<file path="src/rtl/mul_pp_final_add.sv">
// Final stage of the pipelined 64x64 multiplier: compresses the level-3 CSA rows plus the
// optional sign-correction row, then resolves the product through a split carry-propagate adder.
module mul_pp_final_add #(
  parameter int DataWidth = 64,
  parameter int W30       = 80,
  parameter int W31       = 64,
  parameter int SHIFT31   = 64
) (
  input  logic                   Clk,
  input  logic                   Rst,
  input  logic [1:0]             MulHoldFlagFromEx,
  input  logic [W30-1:0]         SumPP_CSA30,
  input  logic [W30-1:0]         CarryPP_CSA30,
  input  logic [W31-1:0]         SumPP_CSA31,
  input  logic [W31-1:0]         CarryPP_CSA31,
  input  logic                   Mulitiplier_63,
  input  logic [DataWidth-1:0]   CorrPP,
  output logic [2*DataWidth-1:0] Sum,
  output logic                   MulHoldEndToEx
);

  localparam int PW = 2 * DataWidth;

  function automatic logic [PW-1:0] csaSum(input logic [PW-1:0] a, input logic [PW-1:0] b,
                                           input logic [PW-1:0] c);
    return a ^ b ^ c;
  endfunction

  // Carry row is pre-shifted into its product weight; bits past the top are dropped.
  function automatic logic [PW-1:0] csaCarry(input logic [PW-1:0] a, input logic [PW-1:0] b,
                                             input logic [PW-1:0] c);
    return ((a & b) | (a & c) | (b & c)) << 1;
  endfunction

  logic [1:0]           flagR;
  logic                 launch;
  logic                 cancel;

  logic [PW-1:0]        row30S, row30C, row31S, row31C, corrRow;
  logic [PW-1:0]        s1, c1, s2, c2, sumANext, carryANext;
  logic [PW-1:0]        sumAR, carryAR;
  logic                 validAR;

  logic [DataWidth:0]   lowAdd;
  logic [DataWidth-1:0] lowBR, sumHighBR, carryHighBR;
  logic                 coutBR;
  logic                 validBR;

  logic [DataWidth-1:0] highAdd;
  logic [PW-1:0]        sumR;
  logic                 endR;

  // Launch on a nonzero flag that differs from last cycle; a zero flag cancels in-flight work.
  always_comb begin
    launch = (MulHoldFlagFromEx != 2'b00) && (MulHoldFlagFromEx != flagR);
    cancel = (MulHoldFlagFromEx == 2'b00);
  end

  // Align the four CSA rows and the correction row, then reduce them with 4:2 + 3:2 compression.
  always_comb begin
    row30S = {PW{1'b0}};
    row30C = {PW{1'b0}};
    row31S = {PW{1'b0}};
    row31C = {PW{1'b0}};
    row30S[W30-1:0] = SumPP_CSA30;
    row30C[W30-1:0] = CarryPP_CSA30;
    row31S[SHIFT31 +: W31] = SumPP_CSA31;
    row31C[SHIFT31 +: W31] = CarryPP_CSA31;
    if (Mulitiplier_63) begin
      corrRow = {CorrPP, {DataWidth{1'b0}}};
    end else begin
      corrRow = {PW{1'b0}};
    end
    s1         = csaSum(row30S, row30C, row31S);
    c1         = csaCarry(row30S, row30C, row31S);
    s2         = csaSum(s1, c1, row31C);
    c2         = csaCarry(s1, c1, row31C);
    sumANext   = csaSum(s2, c2, corrRow);
    carryANext = csaCarry(s2, c2, corrRow);
  end

  // Low-half and high-half carry-propagate additions.
  always_comb begin
    lowAdd  = {1'b0, sumAR[DataWidth-1:0]} + {1'b0, carryAR[DataWidth-1:0]};
    highAdd = sumHighBR + carryHighBR + {{(DataWidth-1){1'b0}}, coutBR};
  end

  // Previous flag value for launch edge detection.
  always_ff @(posedge Clk or negedge Rst) begin
    if (!Rst) begin
      flagR <= 2'b00;
    end else begin
      flagR <= MulHoldFlagFromEx;
    end
  end

  // Stage A: data is captured only on a launch so idle-cycle inputs never reach Sum.
  always_ff @(posedge Clk or negedge Rst) begin
    if (!Rst) begin
      sumAR   <= {PW{1'b0}};
      carryAR <= {PW{1'b0}};
      validAR <= 1'b0;
    end else begin
      validAR <= launch;
      if (launch) begin
        sumAR   <= sumANext;
        carryAR <= carryANext;
      end
    end
  end

  // Stage B: resolve the low half, forward the high halves and the carry between them.
  always_ff @(posedge Clk or negedge Rst) begin
    if (!Rst) begin
      lowBR       <= {DataWidth{1'b0}};
      sumHighBR   <= {DataWidth{1'b0}};
      carryHighBR <= {DataWidth{1'b0}};
      coutBR      <= 1'b0;
      validBR     <= 1'b0;
    end else begin
      validBR <= validAR && !cancel;
      if (validAR && !cancel) begin
        lowBR       <= lowAdd[DataWidth-1:0];
        coutBR      <= lowAdd[DataWidth];
        sumHighBR   <= sumAR[PW-1:DataWidth];
        carryHighBR <= carryAR[PW-1:DataWidth];
      end
    end
  end

  // Stage C: assemble the product and raise the one-cycle completion pulse.
  always_ff @(posedge Clk or negedge Rst) begin
    if (!Rst) begin
      sumR <= {PW{1'b0}};
      endR <= 1'b0;
    end else begin
      endR <= validBR && !cancel;
      if (validBR && !cancel) begin
        sumR <= {highAdd, lowBR};
      end
    end
  end

  assign Sum            = sumR;
  assign MulHoldEndToEx = endR;

endmodule

</file>
<file path="config.mk">
export PLATFORM = sky130hd
export DESIGN_NAME = mul_pp_final_add
export DESIGN_NICKNAME = d
export VERILOG_FILES = /design/src/rtl/mul_pp_final_add.sv
export SDC_FILE = /design/constraint.sdc
export NUM_CORES = 2
export LEC_CHECK = 0
export ABC_AREA = 1
export CORE_MARGIN = 1.5
export CORE_UTILIZATION = 55
export CTS_CLUSTER_DIAMETER = 30
export DETAILED_ROUTE_END_ITERATION = 10
export PLACE_DENSITY_LB_ADDON = 0.15
export SYNTH_ARGS = -nofsm -noshare
export SYNTH_HDL_FRONTEND = slang
export SYNTH_SLANG_ARGS = --single-unit
</file>
<file path="constraint.sdc">
create_clock -name Clk -period 2.9 [get_ports Clk]
set_input_delay 0.435 -clock Clk [delete_from_list [all_inputs] [get_ports Clk]]
set_output_delay 0.435 -clock Clk [all_outputs]
set_load 0.05 [all_outputs]
</file>
# Word-level counts from Yosys, hierarchy flattened
# Cells that the tools add are included.
# W data, S select, Z words.
[classes]
addsub = 3
reduce_logical = 6
n_eq_ne = 1
n_mux = 1
bitwise_logic = 21
[op_table]
columns = ["cell", "count"]
rows = [
  ["$and A127 B127 Y127", 6],
  ["$or A127 B127 Y127", 5],
  ["$xor A128 B128 Y128", 4],
  ["$and A80 B127 Y127", 2],
  ["$mux W128", 1],
  ["$xor A80 B128 Y128", 1],
  ["$or A80 B127 Y127", 1],
  ["$and A80 B80 Y80", 1],
  ["$xor A80 B80 Y80", 1],
  ["$add A64 B64 Y65", 1],
  ["$add A64 B1 Y64", 1],
  ["$add A64 B64 Y64", 1],
  ["$logic_and A1 B1 Y1", 3],
  ["$logic_not A2 Y1", 1],
  ["$ne A2 B2 Y1", 1],
  ["$reduce_bool A2 Y1", 1],
  ["$logic_not A1 Y1", 1],
]
[totals]
word_cells = 43
output_inout_bits = 129
regBits = 581

# Logic depth before layout (Yosys ltp)
[logic_depth]
ltp_word = 9
depth_mapped = 16
mapped_depth_nobuf = 16

# Least setup slack after synthesis
# Ideal clock, no wire load.
[synth_path]
path_type = "register to register"
from = "register sumHighBR[0]"
to = "register sumR[126] (netlist: Sum[126])"
arrival_time_ns = 2.116
required_ns = 2.782
stages_incl_launch_ff = 15
synth_period_minus_slack_ns = 2.234
slack_ns = 0.666
path_cell_list = "dfrtp_1 -> fa_1 -> fa_1 -> nand3_1 -> nand3_2 -> nand2_1 -> nand2_1 -> nand2_1 -> nand2_1 -> nand2_1 -> nand2_2 -> nand2_1 -> nand3_1 -> nand3_1 -> nand2_1"
[synth_via]
elab_chain_cells = 2
[synth_lines]
columns = ["element", "line_no", "source"]
rows = [
  ["start: declaration", "45", "logic [DataWidth-1:0] lowBR, sumHighBR, carryHighBR;"],
  ["start signal: assignment", "116", "sumHighBR <= {DataWidth{1'b0}};"],
  ["start signal: assignment", "125", "sumHighBR <= sumAR[PW-1:DataWidth];"],
  ["$add A64 B64 Y64", "85", "highAdd = sumHighBR + carryHighBR + {{(DataWidth-1){1'b0}}, coutBR};"],
  ["$add A64 B1 Y64", "85", ""],
  ["end signal: assignment", "134", "sumR <= {PW{1'b0}};"],
  ["end signal: assignment", "139", "sumR <= {highAdd, lowBR};"],
  ["end: declaration", "50", "logic [PW-1:0] sumR;"],
]
# Every way passes these cells.
# A chain may end at the register's enable or synchronous reset.

# Final worst setup path
[layout_path]
from = "register sumHighBR[0]"
to = "register sumR[110] (netlist: Sum[110])"
# Same word-level chain as after synthesis.

==> metrics.md <==
| Metric | Value |
|---|---|
| Initial cell density of the core | 0.557 |
| Mapped cell area | 38400 µm² |
| Filler cells | 5703 |
| R2R depth | 15 |
| H-tree Lvls | 4 |
| Initial antenna violation count | 1 |
| Hold_ws | 0.264 ns |
| Placed Instances | 6584 |
| Synth area leaders | dfrtp_1 (38%), nand2_1 (26%), ha_1 (12%) |
| Leak Pwr | 27.4 nW |
| Syn Nets | 6070 |
| GRT Util Overall | 0.326 |
| CTS buffer count | 130 |
| Max-Cap Viols | 0 |
| Outcome | complete, no violations |
| WS Path Type | register to register |
| Gpl congestion | 0.991 |
| CTS Buffer Depth | 3 |
| Placement Rows | 96 |
| Fin cells | 6825 |
| Antenna viol nets, final | 0 |
| Crit Path Max Fanout | 5 |
| WL final | 114000 µm |
| Synth top area share | 0.378 |
| Worst hold path stage count | 1 |
| Post-synthesis sequential area ratio | 0.378 |
| Syn avg cell area | 7.30 µm² |
| RSZ-0062 raised after global routing | no |
| Hold crit path type | input port to register |
| Area post-placement | 44400 µm² |
| Port bufs | 485 |
| Nature of the critical path startpoint | register |
| Post-synth cell types | 39 |
| Tightest Pin Transition | 0.820 ns |
| Post-CTS setup buffers | 0 |
| Power Density | 867 nW/µm² |
| # DRC | 0 |
| Async set or reset register ratio after synthesis | 1.00 |
| Tcrit/Tclk final | 0.905 |
| CTS sink cnt | 579 |
| Peak VDD IR | 0.679 mV |
| Hold path start | MulHoldFlagFromEx[1] |
| Worst Skew | 0.0271 ns |
| Die ar. | 71300 µm² |
| Synthesized instance count | 5256 |
| I/O pin count | 486 |
| Area of the core | 68800 µm² |
| Die Width | 267 µm |
| TritonCTS clock tree | built |
| Setup_tns | 0 ns |
| Routed WL per cell | 16.7 µm |
| Clock transition at path regs | 0.05 ns |
| Ys Warns | 0 |
| Fin area | 49000 µm² |
| Chip height | 267 µm |
| Worst EP arrival | 3.24 ns |
| Vias | 34700 |
| Hold Buf Count CTS | 1 |
| Share of cells above drive strength 1 | 0.0714 |
| Clk root buf | clkbuf_16 |
| Seq cells post-synth | 579 |
| First-pass DRT Iterations | 6 |
| Final Hold Vio Count | 0 |
| Post-CTS sizing | 0 |
| Clock latency at the later pin of the worst-skew pair | 0.70 ns |
| Worst reg2reg path endpoint | Sum[110]$_DFFE_PN0P_ |
| Post-synth EDFFs | 0 |
| # setup viols final | 0 |
| Required time of the worst setup path | 3.51 ns |
| Internal reg-to-reg setup slack | 0.28 ns |
| Number of global-route vias before repair | 35100 |
| Worst Hold Path EP | flagR[1]$_DFF_PN0_ |
| Final HPWL DP | 87000 µm |
| Slew headroom | 0.453 |
| R2R Path Start | sumHighBR[0]$_DFFE_PN0P_ |
| Vias/cell | 5.08 |
| Largest net degree at the start of global routing | 167 |
| DR iter-0 viols | 2271 |
| Pins Over Slew Limit | 0 |
| Fmax | 381 MHz |
| Fin nets | 6600 |
| Global-route wire length before repair | 182000 µm |
| Worst Setup End Kind | register |
| Grt ovf | 0 |
| Top_reg_cell synth | dfrtp_1 |
| Area grow syn2layout | 27.7% |
| Cell taking the most area after synthesis | dfrtp_1 |
| Minimum clock period | 2.62 ns |
## worst max-delay path by stage
stage | from | slack, ns | endpoint
after floorplan | sumHighBR[0]$_DFFE_PN0P_ | 0.67 | Sum[126]$_DFFE_PN0P_
after global placement | CarryPP_CSA30[64] | 0.09 | sumAR[64]$_DFFE_PN0P_
after detailed placement | CarryPP_CSA30[64] | 0.11 | sumAR[64]$_DFFE_PN0P_
after CTS | sumHighBR[0]$_DFFE_PN0P_ | 0.29 | Sum[110]$_DFFE_PN0P_
after global routing | sumHighBR[0]$_DFFE_PN0P_ | 0.09 | Sum[126]$_DFFE_PN0P_
final | sumHighBR[0]$_DFFE_PN0P_ | 0.28 | Sum[110]$_DFFE_PN0P_
## synthesized netlist by cell type, types with 5 or more instances
master / count
a21oi_1: 84
buf_1: 7
buf_2: 63
buf_4: 15
clkbuf_1: 47
dfrtp_1: 579
fa_1: 99
ha_1: 358
inv_1: 666
inv_2: 19
nand2_1: 2631
nand2_2: 33
nand3_1: 153
nand3_2: 16
nand3b_1: 15
nand4_1: 22
nor2_1: 183
nor2_2: 41
nor3_1: 15
nor3_2: 12
o21ai_0: 73
o21ai_1: 24
o21bai_1: 8
or2_2: 5
xnor2_1: 54
xor2_1: 5
## layout by cell type, fill, tap and decap left out, types with 33 or more instances in the layout
master	count
nand3_1	153
fa_1	99
inv_1	665
nor2_1	183
dfrtp_1	579
nor2_2	41
o21ai_0	73
clkdlybuf4s50_1	483
ha_1	358
xnor2_1	54
nand2_1	2629
clkbuf_16	130
nand2_2	33
a21oi_1	84
## worst max-delay path, stage by stage, from the launching register on
cell     delay, ns
dfrtp_1       0.39
fa_1          0.51
fa_1          0.47
nand3_1       0.11
nand3_2       0.13
nand2_1       0.09
nand2_1       0.11
nand2_1       0.08
nand2_1       0.08
nand2_1       0.08
nand2_2       0.09
nand2_1       0.10
nand2_1       0.05
nand2_1       0.05
nand3_1       0.08
nand2_1       0.10
## report_power, final
| part | switching [mW] | internal [mW] |
|---|---|---|
| clock network | 5.18 | 10.0 |
| registers | 1.57 | 10.4 |
| logic | 10.1 | 5.20 |
## kinds of logic after synthesis
| group | count (synthesis) | synth area share |
|---|---|---|
| and+or+nand+nor | 3144 | 0.329 |
| buffers and inverters | 819 | 0.0837 |
| DFF | 579 | 0.378 |
| adders and majority gates | 457 | 0.168 |
| AOI/OAI and AO/OA | 198 | 0.0273 |
| xor gates and xnor gates | 59 | 0.0135 |
## cell type report
class / instances / area, µm² / area share
clock inverter: 90 / 1200 / 0.0244
tap: 931 / 1160 / 0.0238
clock buffer: 149 / 3390 / 0.0693
multi-input combinational: 3858 / 20700 / 0.422
antenna: 1 / 2.50 / 0.0000511
sequential: 579 / 14500 / 0.296
inverter: 687 / 2590 / 0.0528
timing repair buffer: 530 / 5470 / 0.112
## metal layers
metal,vias to the layer above,track usage,wire length [µm]
met4,0,0.146,5040
met2,983,0.567,56000
met3,252,0.0491,5820
li1,17100,-,-
met5,-,0,0
met1,16400,0.400,47100
## state kept, by name, summed over array words and instances (netlist names)
signal	count
Sum	128
sumAR	128
carryAR	125
carryHighBR	64
lowBR	64
sumHighBR	64
flagR	2
MulHoldEndToEx	1
coutBR	1
validAR	1
validBR	1
## metrics by stage
stage                     power, mW  setup slack, ns   util
after global placement         26.9           0.0911  0.645
after CTS                      42.6            0.287  0.712
after global routing           44.7           0.0892  0.712
after detailed placement       27.1            0.109  0.645
after floorplan                21.5            0.666      -
final                          42.5            0.276  0.712
Note: power is estimated with default switching activity, not from simulation.
